`config.mk`:
```
export PLATFORM = sky130hd
export DESIGN_NAME = fifo_burst_reader
export DESIGN_NICKNAME = d
export VERILOG_FILES = /design/src/rtl/fifo_burst_reader.sv
export SDC_FILE = /design/constraint.sdc
export NUM_CORES = 1
export LEC_CHECK = 0
export ABC_AREA = 1
export CAP_MARGIN = 20
export CORE_MARGIN = 1.5
export CORE_UTILIZATION = 48
export CTS_BUF_LIST = sky130_fd_sc_hd__clkbuf_4 sky130_fd_sc_hd__clkbuf_8 sky130_fd_sc_hd__clkbuf_16
export CTS_CLUSTER_DIAMETER = 60
export DETAILED_ROUTE_END_ITERATION = 16
export PLACE_DENSITY_LB_ADDON = 0.3
export SLEW_MARGIN = 10
export SYNTH_ARGS = -nofsm -noshare
export SYNTH_HDL_FRONTEND = slang
export SYNTH_SLANG_ARGS = --single-unit
```
`constraint.sdc`:
```
create_clock -name clk -period 1.6 [get_ports clk]
set_clock_uncertainty 0.15 [all_clocks]
set_input_delay 0.24 -clock clk [delete_from_list [all_inputs] [get_ports clk]]
set_output_delay 0.24 -clock clk [all_outputs]
set_load 0.01 [all_outputs]
```
`src/rtl/fifo_burst_reader.sv`:
```
// fifo_burst_reader: pops a burst of words from a FIFO and streams them out over valid/ready,
// hiding the FIFO's one-cycle read latency behind a 3-entry output buffer.
module fifo_burst_reader #(
    parameter int WIDTH = 8,
    parameter int LEN_W = 8
) (
    input  logic             clk,
    input  logic             rst,
    input  logic             start,
    input  logic [LEN_W-1:0] burst_len,
    input  logic             abort,
    output logic             fifo_rd_en,
    input  logic             fifo_empty,
    input  logic             fifo_rd_error,
    input  logic [WIDTH-1:0] fifo_rd_data,
    output logic             m_valid,
    output logic [WIDTH-1:0] m_data,
    input  logic             m_ready,
    output logic             busy,
    output logic             done,
    output logic             err
);
    typedef enum logic [1:0] {IDLE, READ, FLUSH} state_t;
    state_t           state, state_nx;
    logic [LEN_W-1:0] remaining;
    logic             inflight, zero_done, accept, push, pop;
    logic [1:0]       occ, head, tail;
    logic [WIDTH-1:0] mem [3];

    function automatic logic [1:0] nxt(input logic [1:0] p);
        return p == 2'd2 ? 2'd0 : p + 2'd1;
    endfunction

    assign accept  = (state == IDLE) && start;
    assign push    = inflight && !fifo_rd_error;
    assign pop     = m_valid && m_ready;
    assign m_valid = occ != 2'd0;
    assign m_data  = mem[head];
    assign busy    = state != IDLE;

    // Credit counts buffered plus in-flight words so a read never overflows the buffer.
    always_comb begin
        state_nx   = state;
        fifo_rd_en = 1'b0;
        done       = zero_done;
        case (state)
            IDLE:  if (start && burst_len != '0) state_nx = READ;
            READ: begin
                fifo_rd_en = !abort && !fifo_empty && remaining != '0 &&
                             ({1'b0, occ} + {2'b0, inflight} <= 3'd2);
                if (remaining == '0 || abort) state_nx = FLUSH;
            end
            FLUSH: if (!inflight && occ == 2'd0) begin
                state_nx = IDLE;
                done     = 1'b1;
            end
            default: state_nx = IDLE;
        endcase
    end

    always_ff @(posedge clk or negedge rst) begin
        if (!rst) begin
            state     <= IDLE;
            remaining <= '0;
            inflight  <= 1'b0;
            zero_done <= 1'b0;
            err       <= 1'b0;
            occ       <= 2'd0;
            head      <= 2'd0;
            tail      <= 2'd0;
            for (int i = 0; i < 3; i++) mem[i] <= '0;
        end else begin
            state     <= state_nx;
            zero_done <= accept && burst_len == '0;
            inflight  <= fifo_rd_en;
            if (accept) remaining <= burst_len;
            else if (fifo_rd_en) remaining <= remaining - 1'b1;
            if (accept) err <= 1'b0;
            else if (inflight && fifo_rd_error) err <= 1'b1;
            if (push) begin
                mem[tail] <= fifo_rd_data;
                tail      <= nxt(tail);
            end
            if (pop) head <= nxt(head);
            occ <= occ + {1'b0, push} - {1'b0, pop};
        end
    end
endmodule

```
# Word level (Yosys, flattened, before mapping)
# Cells that the tools add are included.
[word_totals]
regBits = 43
in_bits = 23
output_inout_bits = 13
word_cells = 76
[classes]
add_sub_neg = 6
n_lt_le_gt_ge = 4
eq_ne = 7
n_mux = 19
bitwise_logic = 2
reduce_logical = 27
[ops]
columns = ["op", "count"]
rows = [
  ["$mux 8", 5],
  ["$bwmux 24", 1],
  ["$bmux 8 s2", 1],
  ["$demux 8 s2", 1],
  ["$logic_not 8->1", 2],
  ["$reduce_bool 8->1", 2],
  ["$logic_and 1x1->1", 11],
  ["$mux 2", 5],
  ["$reduce_bool 2->1", 4],
  ["$sub 8x1->8 const B", 1],
  ["$eq 2x2->1 const B", 3],
  ["$ge 3x3->1 const B", 2],
  ["$not 2->3", 2],
  ["$pmux 2 s3", 1],
  ["$mux 1", 5],
  ["$add 2x1->2 const B", 2],
  ["$logic_not 1->1", 4],
  ["$logic_not 2->1", 2],
  ["$ne 2x2->1 const B", 2],
  ["$add 2x1->3", 1],
  ["$le 3x2->1 const B", 1],
  ["$lt 3x1->1 const B", 1],
  ["$reduce_and 3->1", 1],
  ["$add 2x1->2", 1],
  ["other kinds (4)", 4],
]

# Logic depth before layout (Yosys ltp)
# Gate-level depths: netlist of run 1.
[depth]
ltp_word = 7
depth_mapped = 9
depth_no_buf = 9

# Least setup slack after synthesis of run 1
# OpenSTA, ideal clock, no wires.
[synth_timing]
kind = "flip-flop to flip-flop"
from = "reg occ[1]"
to = "reg occ[1]"
setup_time_ps = 129
arrival_ps = 1480
t_required_ps = 1321
setup_slack_ps = -158
path_stages_with_launch = 10
n_path_buf = 0
period_less_slack_ps = 1758
cell_sequence = "dfrtp_1 > inv_1 > nand2_1 > nand2_1 > inv_1 > ha_1 > inv_1 > ha_1 > xnor2_1 > xor2_1"
[synth_via]
elab_chain_cells = 3
elab_cells_between_ends = 4
cone_classes = "2 x add/sub; 2 x reduce/logical"
[synth_lines]
columns = ["item", "line", "text"]
rows = [
  ["from (decl)", "27", "logic [1:0] occ, head, tail;"],
  ["from (signal assigned)", "85", "occ <= occ + {1'b0, push} - {1'b0, pop};"],
  ["$reduce_bool 2->1", "37", "assign m_valid = occ != 2'd0;"],
  ["named net m_valid", "16", "output logic m_valid,"],
  ["$logic_and 1x1->1", "36", "assign pop = m_valid && m_ready;"],
  ["named net pop", "26", "logic inflight, zero_done, accept, push, pop;"],
  ["$sub 2x1->2", "85", ""],
]
# The timed path passes the listed nets, and every way through them passes these cells.
# A chain may end at the register's enable or synchronous reset.

# Final worst setup path of run 1
[layout_timing]
from = "reg occ[0]"
to = "out fifo_rd_en"
[layout_via]
elab_chain_cells = 4
[layout_lines]
columns = ["item", "line", "text"]
rows = [
  ["$add 2x1->3", "50", "({1'b0, occ} + {2'b0, inflight} <= 3'd2);"],
  ["$le 3x2->1", "50", ""],
  ["$logic_and 1x1->1", "49", "fifo_rd_en = !abort && !fifo_empty && remaining != '0 &&"],
  ["$mux 1", "46", "case (state)"],
  ["to (decl)", "12", "output logic fifo_rd_en,"],
]
# Every way passes these cells.

==> run summary, run 1 <==
The count of nets left with antenna violations once routing finished came out at 0. The routed wire length came out at 6810 µm. Headroom to the max-slew limit came out at 0.664.

The top-level I/O count is 36. For this run, the register share of the synthesized area comes to 0.467. Entering global routing, the biggest net connects 23 pins. The total half-perimeter wirelength after legalization and detailed placement came out at 3530 µm. The hold violation total from the final report came to 0. STA classifies the critical path startpoint as a flip-flop. At the end of the flow the core is filled with cells to 0.792. The most critical setup path has its startpoint at occ[0]. The worst register-to-register path ends at remaining[6]. The biggest area contributor in the post-synthesis netlist is sky130_fd_sc_hd__dfrtp_1.

The die height came out at 72.3 µm. Across the run, the number of max-cap violations was 0. The path class of the tightest hold or removal check is input pin to async pin.

For this run, the total global-route usage over all layers was measured as 0.223. The starting density of the core came out at 0.494. The worst reg2reg path depth is 10. The die is 72.3 µm wide. The mean post-synth cell area is 8.34 µm².

Of the cells placed in the final design, the portion with a size suffix greater than 1 is 0.452. The tree is rooted in a sky130_fd_sc_hd__clkbuf_8. The floorplan step defined a core boundary enclosing 4660 µm². The total iterations of the first detailed-routing run came out at 4.

Summed over all failing endpoints, the final setup total negative slack is -5400 ps. The remaining global-route overflow came out at 0. The total die area came out at 5220 µm². The worst hold slack is 314 ps. The CTS H-tree depth is 2. Once routing completed, OpenROAD measured the worst setup slack at -386 ps.

The clock-pin transition on the worst setup and hold timing paths is 90 ps. The via count came out at 2,251. The count of buffers from port buffering came out at 35.

The final reports fail on negative setup slack. STA puts the critical path data required time at 1210 ps. The number of slew-limit violations in the final report came out at 0. The count of clock tree sinks came out at 43. The average wire length per cell after detail routing is 16.0 µm. The pre-CTS setup slack is -484 ps. The number of endpoints failing setup at the final stage came out at 39. The kind of end point of the critical path is a primary output.

At the later pin of the worst-skew pair, clock insertion delay measures 290 ps. Setup repair after global routing could not meet its margin everywhere. The number of nets in the synthesized netlist came out at 306.

The worst setup path category is flip-flop to primary output. TritonCTS built the clock tree. The area of the mapped netlist came out at 2300 µm². By area the synthesized netlist is led by sky130_fd_sc_hd__dfrtp_1 47%, sky130_fd_sc_hd__nand2_1 15%, sky130_fd_sc_hd__o21ai_1 5.9%. The filler cell count is 275. The layout overhead on the synthesized area is 60.3%.

The capturing instance or port of the critical path is fifo_rd_en. For the finished layout, the period the worst path requires is 1990 ps. Of all nets on the critical path, the largest fanout is 2.

The initial antenna violation count was 0. In the routed design, unresolved DRC markers number 0. At the end of the flow, the number of nets in the layout was 401. The floorplan has 25 rows. The slew at the pin with the worst max-slew slack is 504 ps. After detailed routing, the number of vias per cell comes to 5.28. The source of the worst register-to-register timing path is occ[0]. The critical path arrival came out at 1600 ps.

The post-synthesis register bit count is 43. The worst vdd rail ir drop came out at 0.000800 V. The via count of the first global-routing pass came out at 1,987. The reported leakage power is 1.85 nW. The cell area power density came out at 1760 nW/µm². The antenna diode count is 0. The detailed router's first-iteration violation count came out at 205. The number of CTS-inserted buffers is 5. The number of cells produced by synthesis is 276.

The count of distinct cell types in the synthesized netlist is 29. The wire length of the first global-routing pass is 9050 µm. The global placer's final weighted congestion came out at 0.798. The share of synthesized area in the top cell type comes to 0.467. The clock passes through at most 2 buffers. The slack of the worst reg-to-reg path came out at -370 ps.

Derived from the worst setup path, the maximum achievable clock frequency is 504 MHz. The count of synthesis-stage warnings from yosys came out at 0. The run finished, with violations left. The post-route fraction of the period consumed by the critical path is 1.24.
synth_stat cells (all sizes together):
cell / number
xnor2: 4
nor3: 1
nand2: 95
o21ai: 32
nor2: 18
nand3: 29
a21oi: 2
xor2: 2
inv: 34
buf: 5
dfrtp: 43
and2: 1
ha: 7
o21bai: 2
nand3b: 1
cells by family (layout without fill, tap and decap cells):
group | after synthesis | in the layout | share of synthesized area
AO/OA/AOI/OAI | 36 | 36 | 0.0870
buffers and inverters | 39 | 128 | 0.0728
adder cells (fa/ha/maj) | 7 | 7 | 0.0380
XOR/XNOR | 6 | 6 | 0.0228
flip-flops | 43 | 43 | 0.467
AND/OR/NAND/NOR | 145 | 152 | 0.312
worst min-delay path by stage:
stage	end	depth (start not counted)	start	slack, ps
2_1_floorplan	err	0	rst	-210
3_3_place_gp	mem[6]	2	rst	90
3_5_place_dp	mem[14]	2	rst	90
4_1_cts	mem[14]	3	rst	310
5_1_grt	mem[6]	3	rst	350
6_report	mem[6]	3	rst	310
area by class of cell:
| cell class | instances | area [µm²] | area share |
|---|---|---|---|
| Multi-Input combinational cell | 201 | 1500 | 0.406 |
| Sequential cell | 43 | 1080 | 0.292 |
| Tap cell | 54 | 67.6 | 0.0183 |
| Timing Repair Buffer | 86 | 790 | 0.214 |
| Inverter | 34 | 138 | 0.0373 |
| Clock inverter | 2 | 38.8 | 0.0105 |
| Clock buffer | 6 | 82.6 | 0.0224 |
critical path: stages, from the launching register on:
cell and delay [ps]:
sky130_fd_sc_hd__dfrtp_1 410, sky130_fd_sc_hd__ha_4 160, sky130_fd_sc_hd__inv_2 40, sky130_fd_sc_hd__ha_4 270
sky130_fd_sc_hd__nand3_4 70, sky130_fd_sc_hd__nand2_2 70, sky130_fd_sc_hd__nand2_2 60, sky130_fd_sc_hd__nor2_4 110
sky130_fd_sc_hd__buf_6 110
power by group:
| part | leakage [nW] | switching, mW | internal (mW) | total [mW] |
|---|---|---|---|---|
| Combinational | 1.23 | 1.90 | 1.77 | 3.68 |
| Sequential | 0.564 | 0.397 | 1.53 | 1.92 |
| Clock | 0.0618 | 0.400 | 0.514 | 0.914 |
what timing repair did:
item                       CTS  global route
gates cloned                 2             6
pin swaps                   20            23
gates resized for setup     93            53
setup buffers                9             7
hold endpoints to repair    43             0
hold buffers                 1             0
setup endpoints to repair   21            27
registers in the layout, indices dropped and copies added (netlist names):
register and count:
tail 2, zero_done 1, remaining 8, err 1
inflight 1, occ 2, state 2, mem 24
head 2
layer usage:
metal  wire [µm]  track usage
met1        2930        0.311
met2        3440        0.361
met3         360       0.0431
met4          81       0.0545
met5           0            0
cell usage in the layout, fill, tap and decap left out, drive strengths merged:
cell type / instances
a21oi: 2
and2: 1
buf: 62
bufinv: 1
clkbuf: 7
clkdlybuf4s50: 21
dfrtp: 43
dlygate4sd3: 1
dlymetal6s2s: 1
ha: 7
inv: 35
nand2: 96
nand3: 34
nand3b: 1
nor2: 19
nor3: 1
o21ai: 32
o21bai: 2
xnor2: 4
xor2: 2
per-stage QoR:
step	total power [mW]	cell area (µm²)	std cells
finish	6.51	3690	426
global route	6.92	3690	426
CTS	5.95	3380	414
detailed placement	4.66	3060	396
global placement	4.57	3060	396
floorplan	3.42	2410	276
No activity file was read; power rests on OpenSTA's default activity.
==> run 2: changes to the inputs <==
- CORE_MARGIN: 1.5 -> not set
==> run 2 against run 1 <==
The run ends with design-rule violations, negative setup slack left. Register-to-register slack better by 90 ps. Setup slack better by 2.7 ps. Via count down 4.4%. Utilization down 2.6 points. Design area down 7.1%. Sequential power down 3%. First-iteration DRC count down 51%. Global-route usage up 0.19 points. Power down 9.5%. Count of clock-buffer cells in the layout down 1. Critical path type unchanged. Largest cell class unchanged.
==> run summary, run 2 (synthesized netlist as in run 1, its figures left out) <==
The area occupied by multi-input gates came out at 1350 µm². The number of slew-limit violations in the final report came out at 0. In the finished design, the share of the clock period the worst path needs comes to 1.24. The worst setup path is launched from a flip-flop. The via count of the first global-routing pass came to 2,002.

Before CTS, the worst setup slack after placement is -525 ps. The average wire length per cell after detail routing is 14.6 µm. The logic gate share of total power came out at 0.569.

The final routed DRC violation total is 1. The width of the chip is 71.3 µm. The final period demand of the worst path came out at 1980 ps. The critical path arrival is 1590 ps. The cell area power density is 1720 nW/µm². Clock tree synthesis selected as its root buffer the cell sky130_fd_sc_hd__clkbuf_8. The die height is 71.3 µm. The clock insertion delay at the later pin of the skew report is 300 ps.

The number of routed nets with antenna violations came out at 0. The register with the most flip-flops is mem. Leaving out filler cells and counting taps, the final layout contains 412. The clock share of power is 0.114. The number of CTS-inserted buffers came out at 5. The clock-pin transition on the worst setup and hold timing paths came out at 80 ps. For this run the aggregate overflow at the end of global routing stands at 0. The checks that failed: design-rule violations, negative setup slack. The clock tree from TritonCTS is yes. The total iterations of the first detailed-routing run came out at 10. The core utilization of the finished layout is 0.766.

The run finished, with violations left. For this block, the initial DRC count from the detailed router was 101. The final net count came out at 390. Compared with the post-synthesis result, the final layout area differs by 48.9%. The ratio of cells with drive above 1 in the final layout is 0.378. The hold violation total from the final report came to 0. For the final routed database, the setup TNS stands at -4130 ps. The CTS H-tree depth is 2.

The most common cell after layout, fill and taps aside is sky130_fd_sc_hd__nand2_1. The count of clock tree sinks came out at 43. The reported leakage power is 1.71 nW. The die covers 5080 µm². The number of vias per cell is 5.22. The switching power share of the total came out at 0.416. The smallest setup slack after layout is -383 ps.

The total area inside the core boundary comes to 4470 µm². Along the worst path, the maximum fanout reaches 2. The global placer's final weighted congestion came out at 0.810. The kind of end point of the critical path is a primary output.

The clock passes through at most 2 buffers. The net switching power is 2.45 mW. The wire length of the first global-routing pass came out at 8780 µm. The worst hold slack came out at 287 ps.

Setup repair after global routing could not meet its margin everywhere. The required time of the critical path came out at 1210 ps. Input and output buffers added on the ports amount to 35. The row count came out at 24. The tightest min-delay check is of the input pin to async pin type. The top-level I/O count came out at 36.

Entering global routing, the biggest net connects 44 pins. The filler cell count came out at 292. The largest registers in the layout are mem x24, remaining x8. Once placement completed, the tool counted placed cells totaling 392. The number of flip-flops in the largest register came out at 24. The overall fraction of global-route tracks in use came out at 0.225. The relative slew slack is 0.753. The via count came out at 2,151. For this configuration, the core starts out at a cell density of 0.515. Detailed placement finished with a half-perimeter wire length of 3650 µm. The internal power component is 3.44 mW. The fraction of power consumed by sequential logic is 0.317. The number of max-cap violations is 0. The register cell area after layout came out at 1080 µm². The initial antenna violation count came out at 0. The top cell types in the final layout, fill and taps aside, are 77 x sky130_fd_sc_hd__nand2_1, 41 x sky130_fd_sc_hd__dfrtp_1, 30 x sky130_fd_sc_hd__buf_4, 26 x sky130_fd_sc_hd__o21ai_1, 24 x sky130_fd_sc_hd__inv_1. The worst setup path category is flip-flop to primary output.

The worst vdd rail ir drop came out at 0.000952 V. The number of endpoints failing setup at the final stage came out at 26. The antenna diode count came out at 0.

The slew at the pin with the worst max-slew slack is 370 ps. The maximum operating frequency came out at 504 MHz. After detailed routing, the total wire length is 6000 µm.
==> run 2: cell types whose count changed in the layout (fill, tap and decap cells not counted), sizes merged <==
| cell | before | now |
|---|---|---|
| bufinv | 1 | 0 |
| nor2 | 19 | 18 |
| dlymetal6s2s | 1 | 0 |
| nand3 | 34 | 32 |
| clkinv | 0 | 2 |
| inv | 35 | 34 |
| buf | 62 | 54 |
| clkdlybuf4s50 | 21 | 22 |
| clkbuf | 7 | 6 |
==> run 2: worst max-delay path, cell delays in order (launching register included) <==
cell and delay [ps]:
sky130_fd_sc_hd__dfrtp_1 390, sky130_fd_sc_hd__ha_2 210, sky130_fd_sc_hd__inv_2 50, sky130_fd_sc_hd__ha_4 260, sky130_fd_sc_hd__nand3_4 60, sky130_fd_sc_hd__nand2_2 60, sky130_fd_sc_hd__nand2_2 60, sky130_fd_sc_hd__nor2_4 100
sky130_fd_sc_hd__buf_6 110
==> run 2: area by class of cell <==
cell class	count	share of cell area
multi-input combinational	198	0.394
clock buffer	5	0.0201
inverter	34	0.0416
sequential	43	0.315
timing repair buffer	78	0.207
tap	52	0.0190
clock inverter	2	0.00401
==> run 2: worst paths after layout <==
path	start	endpoint	slack, ps	cells after the start
worst min-delay path	rst	mem[12]	290	3
max in group asynchronous	rst	head[0]	790	3
min in group clk	mem[14]	mem[14]	340	2
worst max-delay path	occ[0]	fifo_rd_en	-380	8
worst max register to register	occ[0]	occ[1]	-280	11
worst min register to register	mem[14]	mem[14]	340	2
==> run 2: per-layer routing <==
metal | wire length, µm | vias up | track usage
met5 | 0 | - | 0
met2 | 2960 | 62 | 0.378
li1 | - | 1050 | -
met3 | 282 | 11 | 0.0549
met1 | 2660 | 1028 | 0.289
met4 | 103 | 0 | 0.0689
==> run 2: through the flow <==
| stage | cell area [µm²] | power, mW |
|---|---|---|
| after floorplan | 2410 | 3.42 |
| after global placement | 3060 | 4.53 |
| after detailed placement | 3060 | 4.64 |
| after CTS | 3250 | 5.51 |
| after global routing | 3430 | 6.30 |
| final | 3430 | 5.89 |
==> run 2: power groups by stage <==
| stage | Sequential, mW | Combinational (mW) | Clock [mW] |
|---|---|---|---|
| after global routing | 1.91 | 3.67 | 0.717 |
| after floorplan | 1.81 | 1.61 | 0 |
| after detailed placement | 1.81 | 2.83 | 0 |
| after global placement | 1.78 | 2.74 | 0 |
| after CTS | 1.81 | 3.02 | 0.682 |
| final | 1.87 | 3.35 | 0.670 |
==> run 2: repair_timing <==
item | 4_1_cts | 5_1_grt
endpoints found under the hold margin | 43 | 0
gates resized for setup | 73 | 37
hold buffers | 1 | 0
buffers inserted | 7 | 6
gates cloned | 1 | 3
pin swaps | 13 | 24
setup endpoints to repair | 22 | 29
==> run 3: changes to the inputs <==
- CTS_CLUSTER_DIAMETER: 60 -> 200
==> results of run 3 <==
No change in the layout: final DEF, timing and power equal those of run 2.
